$ cat src/rtl/fb_fill_arbiter_if.sv
// rtl/fb_fill_arbiter_if.sv - client request/ack bundle and framebuffer write port of the fill engine
interface fb_fill_arbiter_if #(
  parameter int COLOR_W = 3
);
  logic [1:0]             req;
  logic [19:0]            rect_x;
  logic [17:0]            rect_y;
  logic [19:0]            rect_w;
  logic [17:0]            rect_h;
  logic [2*COLOR_W-1:0]   rect_color;
  logic [1:0]             ack;
  logic [1:0]             done;
  logic                   busy;
  logic                   fb_wren;
  logic [8:0]             fb_line;
  logic [9:0]             fb_pixel;
  logic [COLOR_W-1:0]     fb_data;

  modport slave (
    input  req, rect_x, rect_y, rect_w, rect_h, rect_color,
    output ack, done, busy, fb_wren, fb_line, fb_pixel, fb_data
  );

  modport master (
    output req, rect_x, rect_y, rect_w, rect_h, rect_color,
    input  ack, done, busy, fb_wren, fb_line, fb_pixel, fb_data
  );
endinterface

$ cat src/rtl/fb_fill_arbiter.sv
// rtl/fb_fill_arbiter.sv - two-client round-robin rectangle fill engine driving the framebuffer write port
module fb_fill_arbiter #(
  parameter int H_RES   = 640,
  parameter int V_RES   = 480,
  parameter int COLOR_W = 3
) (
  input  logic             clk,
  input  logic             rst_n,
  fb_fill_arbiter_if.slave fill
);

  typedef enum logic [1:0] {IDLE, FILL, FLUSH} state_e;

  state_e               state_q, state_d;
  logic                 last_grant_q, last_grant_d;
  logic                 owner_q, owner_d;
  logic [1:0]           ack_q, ack_d;
  logic [1:0]           done_q, done_d;
  logic                 busy_q, busy_d;
  logic                 wren_q, wren_d;
  logic [8:0]           line_q, line_d;
  logic [9:0]           pixel_q, pixel_d;
  logic [9:0]           x_start_q, x_start_d;
  logic [9:0]           x_end_q, x_end_d;
  logic [8:0]           y_end_q, y_end_d;
  logic [COLOR_W-1:0]   data_q, data_d;

  logic                 grant_valid;
  logic                 winner;
  logic [9:0]           sel_x, sel_w;
  logic [8:0]           sel_y, sel_h;
  logic [COLOR_W-1:0]   sel_color;
  logic                 rect_empty;
  logic [10:0]          room_x, w_eff;
  logic [9:0]           room_y, h_eff;

  // A tie goes to the client that was not granted on the previous tie.
  assign grant_valid = |fill.req;
  assign winner      = (&fill.req) ? ~last_grant_q : fill.req[1];

  assign sel_x     = winner ? fill.rect_x[19:10] : fill.rect_x[9:0];
  assign sel_w     = winner ? fill.rect_w[19:10] : fill.rect_w[9:0];
  assign sel_y     = winner ? fill.rect_y[17:9]  : fill.rect_y[8:0];
  assign sel_h     = winner ? fill.rect_h[17:9]  : fill.rect_h[8:0];
  assign sel_color = winner ? fill.rect_color[2*COLOR_W-1:COLOR_W] : fill.rect_color[COLOR_W-1:0];

  assign rect_empty = ({1'b0, sel_x} >= 11'(H_RES)) || ({1'b0, sel_y} >= 10'(V_RES)) ||
                      (sel_w == 10'd0) || (sel_h == 9'd0);

  // Widened one bit so the remaining-room subtraction never wraps once the rect is known non-empty.
  assign room_x = 11'(H_RES) - {1'b0, sel_x};
  assign room_y = 10'(V_RES) - {1'b0, sel_y};
  assign w_eff  = ({1'b0, sel_w} > room_x) ? room_x : {1'b0, sel_w};
  assign h_eff  = ({1'b0, sel_h} > room_y) ? room_y : {1'b0, sel_h};

  always_comb begin
    state_d      = state_q;
    last_grant_d = last_grant_q;
    owner_d      = owner_q;
    ack_d        = 2'b00;
    done_d       = 2'b00;
    busy_d       = busy_q;
    wren_d       = wren_q;
    line_d       = line_q;
    pixel_d      = pixel_q;
    x_start_d    = x_start_q;
    x_end_d      = x_end_q;
    y_end_d      = y_end_q;
    data_d       = data_q;

    case (state_q)
      IDLE: begin
        if (grant_valid) begin
          ack_d[winner] = 1'b1;
          owner_d       = winner;
          data_d        = sel_color;
          if (&fill.req) begin
            last_grant_d = winner;
          end
          if (rect_empty) begin
            state_d = FLUSH;
          end else begin
            state_d   = FILL;
            busy_d    = 1'b1;
            wren_d    = 1'b1;
            line_d    = sel_y;
            pixel_d   = sel_x;
            x_start_d = sel_x;
            x_end_d   = sel_x + w_eff[9:0] - 10'd1;
            y_end_d   = sel_y + h_eff[8:0] - 9'd1;
          end
        end
      end

      FILL: begin
        if (pixel_q == x_end_q) begin
          if (line_q == y_end_q) begin
            wren_d          = 1'b0;
            busy_d          = 1'b0;
            done_d[owner_q] = 1'b1;
            state_d         = IDLE;
          end else begin
            pixel_d = x_start_q;
            line_d  = line_q + 9'd1;
          end
        end else begin
          pixel_d = pixel_q + 10'd1;
        end
      end

      FLUSH: begin
        done_d[owner_q] = 1'b1;
        state_d         = IDLE;
      end

      default: begin
        state_d = IDLE;
        busy_d  = 1'b0;
        wren_d  = 1'b0;
      end
    endcase
  end

  always_ff @(posedge clk or negedge rst_n) begin
    if (!rst_n) begin
      state_q      <= IDLE;
      last_grant_q <= 1'b1;
      owner_q      <= 1'b0;
      ack_q        <= 2'b00;
      done_q       <= 2'b00;
      busy_q       <= 1'b0;
      wren_q       <= 1'b0;
      line_q       <= '0;
      pixel_q      <= '0;
      x_start_q    <= '0;
      x_end_q      <= '0;
      y_end_q      <= '0;
      data_q       <= '0;
    end else begin
      state_q      <= state_d;
      last_grant_q <= last_grant_d;
      owner_q      <= owner_d;
      ack_q        <= ack_d;
      done_q       <= done_d;
      busy_q       <= busy_d;
      wren_q       <= wren_d;
      line_q       <= line_d;
      pixel_q      <= pixel_d;
      x_start_q    <= x_start_d;
      x_end_q      <= x_end_d;
      y_end_q      <= y_end_d;
      data_q       <= data_d;
    end
  end

  assign fill.ack      = ack_q;
  assign fill.done     = done_q;
  assign fill.busy     = busy_q;
  assign fill.fb_wren  = wren_q;
  assign fill.fb_line  = line_q;
  assign fill.fb_pixel = pixel_q;
  assign fill.fb_data  = data_q;

endmodule

$ cat src/flat_wrapper.sv
// flat-port wrapper written by rule: the top's interface ports become plain ports
module fb_fill_arbiter_flat 
#(
  parameter int H_RES   = 640,
  parameter int V_RES   = 480,
  parameter int COLOR_W = 3
)
  (clk, rst_n, fill_req, fill_rect_x, fill_rect_y, fill_rect_w, fill_rect_h, fill_rect_color, fill_ack, fill_done, fill_busy, fill_fb_wren, fill_fb_line, fill_fb_pixel, fill_fb_data);
  fb_fill_arbiter_if #(.COLOR_W(COLOR_W)) fill_i ();
  input  logic clk;
  input  logic rst_n;
  input wire logic [$bits(fill_i.req)-1:0] fill_req;
  input wire logic [$bits(fill_i.rect_x)-1:0] fill_rect_x;
  input wire logic [$bits(fill_i.rect_y)-1:0] fill_rect_y;
  input wire logic [$bits(fill_i.rect_w)-1:0] fill_rect_w;
  input wire logic [$bits(fill_i.rect_h)-1:0] fill_rect_h;
  input wire logic [$bits(fill_i.rect_color)-1:0] fill_rect_color;
  output wire logic [$bits(fill_i.ack)-1:0] fill_ack;
  output wire logic [$bits(fill_i.done)-1:0] fill_done;
  output wire logic [$bits(fill_i.busy)-1:0] fill_busy;
  output wire logic [$bits(fill_i.fb_wren)-1:0] fill_fb_wren;
  output wire logic [$bits(fill_i.fb_line)-1:0] fill_fb_line;
  output wire logic [$bits(fill_i.fb_pixel)-1:0] fill_fb_pixel;
  output wire logic [$bits(fill_i.fb_data)-1:0] fill_fb_data;
  assign fill_i.req = fill_req;
  assign fill_i.rect_x = fill_rect_x;
  assign fill_i.rect_y = fill_rect_y;
  assign fill_i.rect_w = fill_rect_w;
  assign fill_i.rect_h = fill_rect_h;
  assign fill_i.rect_color = fill_rect_color;
  assign fill_ack = fill_i.ack;
  assign fill_done = fill_i.done;
  assign fill_busy = fill_i.busy;
  assign fill_fb_wren = fill_i.fb_wren;
  assign fill_fb_line = fill_i.fb_line;
  assign fill_fb_pixel = fill_i.fb_pixel;
  assign fill_fb_data = fill_i.fb_data;
  fb_fill_arbiter #(.H_RES(H_RES), .V_RES(V_RES), .COLOR_W(COLOR_W)) u_core (.clk(clk), .rst_n(rst_n), .fill(fill_i));
endmodule
$ cat config.mk
export PLATFORM = sky130hd
export DESIGN_NAME = fb_fill_arbiter_flat
export DESIGN_NICKNAME = d
export VERILOG_FILES = /design/src/rtl/fb_fill_arbiter_if.sv /design/src/rtl/fb_fill_arbiter.sv /design/src/flat_wrapper.sv
export SDC_FILE = /design/constraint.sdc
export NUM_CORES = 1
export LEC_CHECK = 0
export BUFFER_PORTS_ARGS = -buffer_cell sky130_fd_sc_hd__buf_2
export CORE_UTILIZATION = 61
export DETAILED_ROUTE_END_ITERATION = 10
export HOLD_SLACK_MARGIN = 0.1
export PLACE_DENSITY = 0.9
export SYNTH_ARGS = -nofsm -noshare
export SYNTH_HDL_FRONTEND = slang
export SYNTH_SLANG_ARGS = --single-unit
$ cat constraint.sdc
create_clock -name clk -period 10.4 [get_ports clk]
set_clock_uncertainty 0.05 [all_clocks]
set_input_delay 0 -clock clk [delete_from_list [all_inputs] [get_ports clk]]
set_output_delay 0 -clock clk [all_outputs]
set_load 0.02 [all_outputs]
---- Word level (Yosys, flattened, before mapping) ----
Index checks and enable logic that the tools add are counted.
storage, ports and cells
  register bits ........................... 60
  latch bits .............................. 0
  RAM bits ................................ 0
  memory bits (read-only) ................. 0
  input port bits ......................... 86
  output and inout port bits .............. 28
  logic and storage cells ................. 96
  memories ................................ 0
operators by class
  add/sub/neg operators ................... 8
  multiply operators ...................... 0
  div/mod/pow operators ................... 0
  magnitude comparators ................... 8
  equal/unequal tests ..................... 10
  shifts and indexed selects .............. 0
  multiplexer cells ....................... 37
  bitwise gates (word level) .............. 3
  reductions and logical operators ........ 18
operators with widths
  operator                  number
  $mux W10                  7
  $mux W9                   7
  $pmux W10 S2              1
  $pmux W9 S2               1
  $mux W2                   8
  $gt A10 B11 Y1            1
  $sub A10 B10 Y11 const A  1
  $add A10 B1 Y10 const B   1
  $add A10 B10 Y10          1
  $eq A10 B10 Y1            1
  $ge A10 B10 Y1 const B    1
  $gt A9 B10 Y1             1
  $logic_not A10 Y1         1
  $reduce_and A5 Y1         2
  $sub A10 B1 Y10 const B   1
  $sub A9 B9 Y10 const A    1
  $add A9 B1 Y9 const B     1
  $add A9 B9 Y9             1
  $eq A9 B9 Y1              1
  $ge A9 B9 Y1 const B      1
  $logic_not A9 Y1          1
  $sub A9 B1 Y9 const B     1
  $pmux W2 S2               2
  $reduce_and A4 Y1         2
  19 further kinds          38

---- Logic depth before layout (Yosys ltp) ----
  word-level depth ........................ 10
  gate-level depth with buffers ........... 31
  depth with buffers taken out ............ 27

---- Worst setup path before layout ----
Ideal clock, no wire load.
  path kind ............................... register -> register
  start ................................... reg u_core.last_grant_q
  end ..................................... reg u_core.x_end_q[9]
  setup time .............................. 0.129 ns
  arrival time ............................ 6.436 ns
  required time ........................... 10.221 ns
  setup slack ............................. 3.785 ns
  stages on the path, launching flop included .. 32
  buffers on the path ..................... 4
  clock period less this slack ............ 6.615 ns
  path through ............................ dfstp_2 -> a21bo_2 -> buf_2 -> buf_2 -> buf_2 -> mux2i_1 -> ha_1 -> or4b_1 -> o311a_1 -> a31oi_1 -> xnor2_1 -> inv_1 -> ha_1 -> a21o_1 -> a21oi_1 -> o21ai_0 -> o221ai_2 -> clkbuf_1 -> nand2_1 -> o21ai_0 -> ha_1 -> inv_1 -> ha_1 -> fa_1 -> a21oi_1 -> nor2_1 -> or3_1 -> a21oi_1 -> o21bai_1 -> a21oi_1 -> xnor2_1 -> o21ai_1
on the way
  longest elaborated chain between the ends .. 9
  elaborated cells between the ends (all ways) .. 20
  those cells by class .................... add/sub (3); order compare (3); mux (6); bitwise (2); reduce/logical (6)
ends and longest elaborated chain
  item                                                      line                    text
  start, declared                                           fb_fill_arbiter.sv:15   logic last_grant_q, last_grant_d;
  start signal, assigned                                    fb_fill_arbiter.sv:141  last_grant_q <= last_grant_d;
  $not A1 Y1 (*)                                            fb_fill_arbiter.sv:39   assign winner = (&fill.req) ? ~last_grant_q : fill.req[1];
  $mux W1 (*)                                               fb_fill_arbiter.sv:39
  branches (longest 7 deep; another with $sub A10 B10 Y11)  n/a
  end signal, assigned                                      fb_fill_arbiter.sv:150  x_end_q <= x_end_d;
  end, declared                                             fb_fill_arbiter.sv:24   logic [9:0] x_end_q, x_end_d;
Every way passes the cells marked *.
A chain may end at the register's enable or synchronous reset.

---- Worst setup path in the final report ----
Ends and elaborated chain as after synthesis.

==> run_results.csv <==
group,metric,value,unit
status,status,"finished, violations left",
status,violations,"design-rule violations",
routing,route.detailed.drc,6,
sta,hold_viol,0,
power_and_ir_drop,ir_drop,126,uV
routing,routed_wirelength,15500,um
floorplanning,die_area,9670,sq um
yosys,yosysSeqAreaShare,26.5,%
worst_setup_path,start_kind,"flop",
layout,final_cell_mix,"nand2_1, buf_2, dfrtp_1",
sta,tightest_slew,0.908,ns
global_routing,grt_antenna_before_repair,1,
layout,layout-drive-gt1-share,19.3,%
layout,final_common_cell,"nand2_1",
routing,drtIter0Drc,442,
yosys,synth_top_cell_area_share,26.1,%
global_routing,grt_pass1_vias,5562,
yosys,synthesis.instances,707,
yosys,synthFlopType,"dfrtp_1",
sta,holdWs,0.125,ns
cts,clk_latency,0.33,ns
cts,clock-sinks,60,
placed_design,dp_hpwl,12000,um
layout,nFillCells,660,
worst_setup_path,required,10.54,ns
worst_setup_path,worstSetupPathType,"reg -> reg",
yosys,synth_edf_count,0,
power_and_ir_drop,clockPowerShare,9.9,%
routing,ant_nets,0,
global_routing,grt_max_degree,64,
worst_hold_path,min-delay-path-class,"in -> reg",
routing,wl_met2,7580,um
layout,nets,966,
floorplanning,ios,114,
global_routing,grt_pass1_wl,25800,um
power_and_ir_drop,sw_frac_of_total,48.1,%
cts,htree_levels,3,
routing,highest_layer,"met4",
cts,ctsRootBufferMaster,"clkbuf_8",
yosys,yosys_warnings,0,
floorplanning,core_region_area,8850,sq um
routing,wire_per_inst,16.6,um
sta,setup_tns,0,ns
yosys,ys_types,57,
cts,clk_path_buf_depth,2,
routing,wl_met1,6530,um
routing,viasPerCell,6.04,
cts,clkTransAtPathRegs,0.06,ns
layout,layout.cells.non_filler,934,
yosys,netlist_area,5660,sq um
routing,drt_pass1_iterations,9,
worst_setup_path,cp_max_fo,48,
yosys,synthArstFlopShare,100,%
sta,slew_violations,0,
routing,vias,5646,
layout,area_growth,16.1,%
flow_run,drv_cap,0,
global_routing,grt_util_all_layers,33.2,%
cts,ctsResizeCount,0,
floorplanning,die_y,98.4,um
cts,numCtsBuffers,9,
placed_design,io_buffer_count,113,
power_and_ir_drop,power,1850,uW
power_and_ir_drop,p_sw,888,uW
cts,cts_tree,"built",
worst_setup_path,cp.arrival,7.55,ns
yosys,yosys.area.top_type,"dfrtp_1",
power_and_ir_drop,combPwrFrac,64.6,%
sta,final.period_utilization,71.2,%
power_and_ir_drop,power.leakage,0.00331,uW
power_and_ir_drop,seqPwrFrac,25.5,%
placed_design,gp_congestion,0.977,
floorplanning,die_w,98.4,um
sta,maxClockFrequency,135,MHz
power_and_ir_drop,p_per_area,281,nW/um^2
sta,setup_viol,0,
yosys,synth_seq_cells,60,
yosys,syn_avg_cell_area,8.01,sq um
floorplanning,start_util,64.0,%
routing,routed-wl-met3,1080,um
global_routing,grt_overflow,0,
floorplanning,rows,34,
worst_setup_path,crit_path_end_kind,"flop",
sta,rsz0062_at_grt,"false",
yosys,syn-num-nets,852,
yosys,synth_top_cells_by_area,"dfrtp_1, ha_1, nand2_1",
worst_setup_path,r2r_cells,26,
power_and_ir_drop,p_int,958,uW
sta,fin_crit,7.40,ns
sta,relSlewSlack,38.8,%
worst_hold_path,hold_path_depth,3,
placed_design,dp.cells,905,
## final timing paths
| check | to | slack [ns] | startpoint |
|---|---|---|---|
| min in group asynchronous | u_core.fill.fb_pixel[4] | 0.30 | rst_n |
| max reg2reg | u_core.x_end_q[9] | 3.00 | u_core.last_grant_q |
| max | u_core.x_end_q[9] | 3.00 | u_core.last_grant_q |
| max in group asynchronous | u_core.y_end_q[1] | 9.52 | rst_n |
| min | u_core.x_start_q[9] | 0.13 | fill_rect_x[19] |
| min reg2reg | u_core.fill.done[0] | 0.41 | u_core.owner_q |
## critical path: stages (launching register included)
cell and delay [ns]:
dfstp_2 0.58, a21bo_2 0.13, buf_4 0.47, mux2i_1 0.49, ha_1 0.35, or4b_1 0.49
o311a_1 0.33, a31oi_1 0.18, xnor2_1 0.16, inv_1 0.07, ha_1 0.31, a21o_1 0.17
a21oi_1 0.13, o21ai_0 0.11, o221ai_2 0.64, mux2_2 0.42, ha_1 0.28, inv_1 0.07
fa_1 0.46, a21oi_1 0.16, nor2_1 0.07, or3_1 0.31, a21oi_1 0.26, o21bai_1 0.10
a21oi_1 0.22, xnor2_1 0.15, o21ai_1 0.08
## per-layer routing
| metal | global-route usage (%) | vias to the layer above |
|---|---|---|
| met1 | 42.0 | 2650 |
| li1 | - | 2688 |
| met2 | 57.4 | 275 |
| met3 | 3.51 | 33 |
| met4 | 15.2 | 0 |
| met5 | 0 | - |
## cells in the mapped netlist (5+ instances only)
library cell,number
xor2_1,31
inv_1,47
clkbuf_1,16
nand3_1,27
mux2_2,16
a22oi_1,6
ha_1,57
nor4_1,9
and3_1,8
nor3_1,14
o31ai_1,5
buf_2,8
a21o_1,7
o21ai_0,54
nand2_1,124
a21oi_1,47
o21a_1,5
xnor2_1,29
nor2_1,37
nand4_1,8
dfrtp_1,59
nand2b_1,13
mux2i_1,25
## power by group through the flow
stage,combinational [uW],sequential (uW),clock [uW]
global placement,1100,460,0
global route,1320,485,194
finish,1190,471,182
floorplan,834,500,0
CTS,1180,467,183
detailed placement,1160,469,0
## state kept, by name, summed over array words and instances (netlist names)
| signal | flops |
|---|---|
| u_core.state_q | 2 |
| u_core.fill.ack | 2 |
| u_core.last_grant_q | 1 |
| u_core.x_end_q | 10 |
| u_core.fill.fb_data | 3 |
| u_core.fill.fb_pixel | 10 |
| u_core.fill.done | 2 |
| u_core.owner_q | 1 |
| u_core.fill.fb_line | 9 |
| u_core.fill.busy | 1 |
| u_core.x_start_q | 10 |
| u_core.y_end_q | 9 |
## cell families (layout without fill, tap and decap cells)
| logic type | after synthesis | in the layout | synth area share, % |
|---|---|---|---|
| muxes | 43 | 43 | 8.00 |
| buffers and inverters | 75 | 193 | 5.35 |
| AOI/OAI and AO/OA | 151 | 151 | 16.5 |
| other | 0 | 1 | 0 |
| DFF | 60 | 60 | 26.5 |
| xor gates and xnor gates | 60 | 60 | 9.28 |
| and+or+nand+nor | 259 | 259 | 21.1 |
| adders and majority gates | 59 | 59 | 13.3 |
## final cells by class
type	instances	area, sq um	area share, %
antenna	1	2.50	0.0381
clock buffer	13	159	2.42
clock inverter	2	10.0	0.152
inverter	48	180	2.74
multi-input combinational	572	3860	58.7
sequential	60	1500	22.9
tap	108	135	2.06
timing repair buffer	130	726	11.0
## timing repair
| item | 4_1_cts | 5_1_grt |
|---|---|---|
| endpoints found under the hold margin | 66 | 0 |
| hold buffers | 13 | 0 |
| setup buffers | 0 | 0 |
## stage by stage
stage               worst slack [ns]  util [%]  area (sq um)
floorplan                       3.78         -          5660
global placement                3.51      70.9          6270
detailed placement              3.20      70.9          6270
CTS                             3.14      74.3          6570
global route                    2.72      74.3          6570
finish                          3.00      74.3          6570
(Power assumes the default switching activity.)
